**src/rtl/poly_tile_fifo.sv**
```systemverilog
// rtl/poly_tile_fifo.sv - tile FIFO between the polynomial multiplier and the relin unit
//
// Purpose: stores up to DEPTH tiles of TILE_WIDTH coefficients (plus a last flag)
// and presents the head tile first-word-fall-through to the relin unit.
//
// Ports:
//   clk, rst                 rising-edge clock, asynchronous active-high reset
//   wr_valid/wr_ready        multiplier write handshake
//   wr_tile, wr_last         tile data and end-of-polynomial flag
//   inputs_ready_signal      head tile valid
//   poly_mult_outputs        head tile (zero when empty)
//   out_last                 last flag of head tile (zero when empty)
//   dequeue                  pop the head tile
//   count                    occupancy
//   overflow, underflow      sticky illegal-request flags
//   almost_full              count >= ALMOST_FULL_THRESH (only with POLY_TILE_FIFO_ALMOST_FULL_EN)
//
// Optional feature macro: POLY_TILE_FIFO_ALMOST_FULL_EN

module poly_tile_fifo #(
   parameter int DATA_WIDTH         = 64,
   parameter int TILE_WIDTH         = 8,
   parameter int DEPTH              = 8,
   parameter int ALMOST_FULL_THRESH = 6
) (
   input  logic                                  clk,
   input  logic                                  rst,
   input  logic                                  wr_valid,
   output logic                                  wr_ready,
   input  logic [TILE_WIDTH-1:0][DATA_WIDTH-1:0] wr_tile,
   input  logic                                  wr_last,
   output logic                                  inputs_ready_signal,
   output logic [TILE_WIDTH-1:0][DATA_WIDTH-1:0] poly_mult_outputs,
   output logic                                  out_last,
   input  logic                                  dequeue,
   output logic [$clog2(DEPTH):0]                count,
   output logic                                  overflow,
   output logic                                  underflow
`ifdef POLY_TILE_FIFO_ALMOST_FULL_EN
   ,
   output logic                                  almost_full
`endif
);

   localparam int AW = $clog2(DEPTH);
   localparam int EW = TILE_WIDTH * DATA_WIDTH + 1;
   localparam logic [AW:0] FULL_COUNT = (AW + 1)'(DEPTH);

   logic [EW-1:0] mem [DEPTH];
   logic [AW-1:0] wr_ptr;
   logic [AW-1:0] rd_ptr;
   logic          push;
   logic          pop;
   logic [EW-1:0] head;

   // Status flags come from the registered count only, so neither handshake
   // input can ripple combinationally into wr_ready or inputs_ready_signal.
   assign wr_ready            = (count != FULL_COUNT);
   assign inputs_ready_signal = (count != '0);

   assign push = wr_valid && wr_ready;
   assign pop  = dequeue && inputs_ready_signal;

   // Storage is deliberately not reset; the empty mask on the output hides
   // whatever stale entries remain after a flush.
   always_ff @(posedge clk) begin
      if (push) begin
         mem[wr_ptr] <= {wr_last, wr_tile};
      end
   end

   always_ff @(posedge clk or posedge rst) begin
      if (rst) begin
         wr_ptr    <= '0;
         rd_ptr    <= '0;
         count     <= '0;
         overflow  <= 1'b0;
         underflow <= 1'b0;
      end else begin
         if (push) begin
            wr_ptr <= wr_ptr + 1'b1;
         end
         if (pop) begin
            rd_ptr <= rd_ptr + 1'b1;
         end
         case ({push, pop})
            2'b10:   count <= count + 1'b1;
            2'b01:   count <= count - 1'b1;
            default: count <= count;
         endcase
         if (wr_valid && !wr_ready) begin
            overflow <= 1'b1;
         end
         if (dequeue && !inputs_ready_signal) begin
            underflow <= 1'b1;
         end
      end
   end

   assign head = mem[rd_ptr];

   always_comb begin
      out_last          = 1'b0;
      poly_mult_outputs = '0;
      if (inputs_ready_signal) begin
         {out_last, poly_mult_outputs} = head;
      end
   end

`ifdef POLY_TILE_FIFO_ALMOST_FULL_EN
   localparam logic [AW:0] AF_COUNT = (AW + 1)'(ALMOST_FULL_THRESH);
   assign almost_full = (count >= AF_COUNT);
`endif

endmodule

```
**config.mk**
```make
export PLATFORM = sky130hd
export DESIGN_NAME = poly_tile_fifo
export DESIGN_NICKNAME = d
export VERILOG_FILES = /design/src/rtl/poly_tile_fifo.sv
export SDC_FILE = /design/constraint.sdc
export NUM_CORES = 2
export LEC_CHECK = 0
export BUFFER_PORTS_ARGS = -buffer_cell sky130_fd_sc_hd__buf_2
export CORE_AREA = 3 3 624 626
export CTS_CLUSTER_SIZE = 28
export DETAILED_ROUTE_END_ITERATION = 16
export DIE_AREA = 0 0 627 629
export PLACE_DENSITY = 0.55
export SYNTH_ARGS = -nofsm -noshare
export SYNTH_HDL_FRONTEND = slang
export SYNTH_MEMORY_MAX_BITS = 65536
export SYNTH_SLANG_ARGS = --single-unit
```
**constraint.sdc**
```tcl
create_clock -name clk -period 71.6 [get_ports clk]
set_clock_uncertainty 0.05 [all_clocks]
set_input_delay 0 -clock clk [delete_from_list [all_inputs] [get_ports clk]]
set_output_delay 0 -clock clk [all_outputs]
set_load 0.03 [all_outputs]
```
==> impl_results.md <==
- Startpoint Class: flip-flop
- Syn avg cell area: 25.34 um2
- Outcome: complete, no violations
- Crit share post-route: ~9%
- Kind of end point of the critical path: output pin
- Hold_sp: wr_valid
- Post-Synthesis Cell Area: 153400 um2
- Horizontal extent of the die: 627 um
- Post-cts repair resize count: 0
- TritonCTS Buffers: 428
- Number of DRC markers in iteration 0: 6017
- Cells after Synth: 6055
- Layout overhead on the synthesized area: 22.74%
- Total negative slack for setup checks: 0 ns
- First-pass GRT wire length: about 560000 um
- DR pass1 iterations: 5
- Mean number of vias per cell: ~5.4
- TritonCTS Sinks: roughly 4.1k
- Max transition margin: 18.45%
- Yosys warning total: 0
- Routability cong.: 0.7426
- Die Outline Area: 394400 um2
- Detail Placement HPWL: 214200 um
- CTS tree: yes
- Via count of the first global-routing pass: 78.04k
- Proportion of register bits with asynchronous set or reset after synthesis: 0.2915%
- DR DRC count: 0
- Data required time of the critical path: 71.55 ns
- Number of enable flip-flop cells after synthesis: 4104
- Endpoints failing setup: 0
- CP dominant cell by count: buf_4
- Vert. Die Dim: between 600 and 700 um
- Total power per unit cell area: around 43 nW/um2
- Type of the most critical hold path: in -> reg
- Tmin final: 6.517 ns
- Final number of hold-violating endpoints: 0
- Netlist cell types: 39
- Reg-to-reg critical path startpoint: count[1]
- Total number of placement rows: 228
- Ratio of cells with drive above 1 in the final layout: 31.95%
- Effective utilization at floorplan: ~40%
- Largest fanout on the critical path: 50
- Sequential-to-total area share from yosys stat: 80.53%
- Arrival @ worst endpoint: ~6.5 ns
- Clock latency at the later pin of the worst-skew pair: roughly 0.95 ns
- Slowest cell on the critical path: dfrtp_4
- Ports placed on the boundary: slightly above 1k
- Achievable Freq: around 150 MHz
- Buffer cell driving the clock tree root: clkbuf_16
- Commonest non-fill, non-tap cell in the layout: edfxtp_1
- Type of the setup path with the least slack: reg -> out
- Clock-pin slew on the worst setup and hold paths: 0.05 ns
- Total of max-cap violations: 0
- CP cell instances: buf_4, buf_4, buf_4, buf_4, mux4_2, a22o_1, buf_2
- RSZ-0062 raised after global routing: no
- Maximum clock insertion buffer count: 4
- H-tree depth: 5
- Max Transition Viols Final: 0
- Layout Nets: 8857
- Critical Path Source: rd_ptr[0]
- Highest-count cells in the layout ignoring fill and taps: 4104 x edfxtp_1, 1037 x buf_2, 1032 x dlygate4sd3_1, 1026 x mux4_2, 513 x a22o_1
- Most used flip-flop cell after synthesis: edfxtp_1
- Transition time at the pin with the least slew margin: 1.223 ns
- Tot GR Track Use: ~19%
- Largest net degree at the start of global routing: 138
- Final routed wirelength across all metal layers: 386000 um
- Core footprint: 384800 um2
- Maximum vdd ir drop: 32.11 uV
- Longest individual stage delay on the worst path: 1.00 ns
- Leakage: 61.91 nW
- Detail-routed net length per standard cell: 27.93 um
- Overall overflow remaining after global route: 0
- Routed via count: roughly 74k
- Net Count, Synth: 6577
- Number of antenna violations at the first check in global routing: 115
- Final hold slack: 0.1066 ns
- Count of buffers inserted at the top-level ports: 1037
- Number of nets with antenna violations after routing: 0
- FF+latch count, synth: 4116
## per-stage QoR
stage | utilization (%) | std cells | area (um2) | worst slack [ns] | power (mW)
2_1_floorplan | - | 6055 | 153400 | 19.31 | 5.534
3_5_place_dp | 42.70 | 11933 | 164300 | 65.70 | 6.104
5_1_grt | 48.90 | 13780 | 188200 | 64.33 | 8.498
6_report | 48.93 | 13821 | 188300 | 65.08 | 8.153
4_1_cts | 48.88 | 13755 | 188100 | 64.62 | 8.292
3_3_place_gp | 42.70 | 11933 | 164300 | 65.74 | 6.084
## routing by layer
layer / vias to the layer above / global-route usage (%) / part of all wire, %
met4: 28 / 7.137 / 4.2
li1: 31361 / - / -
met2: 2196 / 32.91 / 51
met5: - / 0 / 0.045
met1: 39822 / 24.36 / 39
met3: 641 / 4.038 / 6.3
## where the power goes
group	internal, mW	total [mW]	leakage (nW)	switching [mW]
sequential	3.03	3.10	37.4	0.0748
clock	1.20	2.12	6.53	0.925
combinational	1.04	2.93	18.0	1.89
## repair_timing
| item | CTS | global route |
|---|---|---|
| endpoints found under the hold margin | 4201 | 0 |
| buffers inserted | 0 | 0 |
| hold buffers | 1032 | 0 |
## synth_stat cells (all sizes together), types with 2 or more instances
cell type  count  share of area [%]
buf          179               0.80
ha             5              0.041
nor3           4              0.013
or4b           2              0.013
nand2b         2             0.0082
a21o           2             0.0098
nand3          3             0.0098
mux2           3              0.022
nand2          3             0.0090
nor2           5              0.014
edfxtp      4104                 80
inv            6              0.015
nor4           2              0.018
xnor2          6              0.034
a22o         513                2.9
mux4        1026                 15
dfrtp         12               0.20
clkbuf       165               0.40
## cells by family (layout without fill, tap and decap cells)
logic type / Yosys count / count (layout) / synth area share, %
simple gates: 26 / 26 / 0.1085
compound gates: 521 / 521 / 2.969
xor+xnor: 7 / 7 / 0.03997
other cells: 0 / 66 / 0
buf+inv: 350 / 2990 / 1.221
mux: 1030 / 1030 / 15.09
fa+ha+maj: 5 / 5 / 0.04078
flops: 4116 / 4116 / 80.53
## path summary, 6_finish.rpt
| check | to | slack (ns) | cells past startpoint |
|---|---|---|---|
| setup / recovery | poly_mult_outputs[372] | 65.08 | 7 |
| hold / removal | wr_ptr[0] | 0.11 | 4 |
| setup reg to reg | mem[7][409] | 66.41 | 7 |
| hold reg to reg | underflow | 0.41 | 1 |
| max in group asynchronous | rd_ptr[0] | 70.87 | 4 |
| min in group asynchronous | underflow | 0.24 | 4 |
## flip-flops by register name (all words and copies together), names as in the netlist
name,flops
mem,4104
rd_ptr,3
count,4
overflow,1
underflow,1
wr_ptr,3
## worst max-delay path, delay by kind of cell, from the launching register on
kind,cells,cell delay [ns]
AO/OA/AOI/OAI,1,0.24
flip-flops,1,1.00
buffers and inverters,5,3.50
multiplexers,1,0.59
## layout make-up
type | count | area [um2]
Sequential cell | 4116 | 123500
Multi-Input combinational cell | 1589 | 28050
Tap cell | 5060 | 6331
Antenna cell | 66 | 165.2
Clock buffer | 532 | 11100
Inverter | 6 | 22.52
Timing Repair Buffer | 2194 | 16720
Fill cell | 31100 | 196500
Clock inverter | 258 | 2350
(Power assumes the default switching activity.)
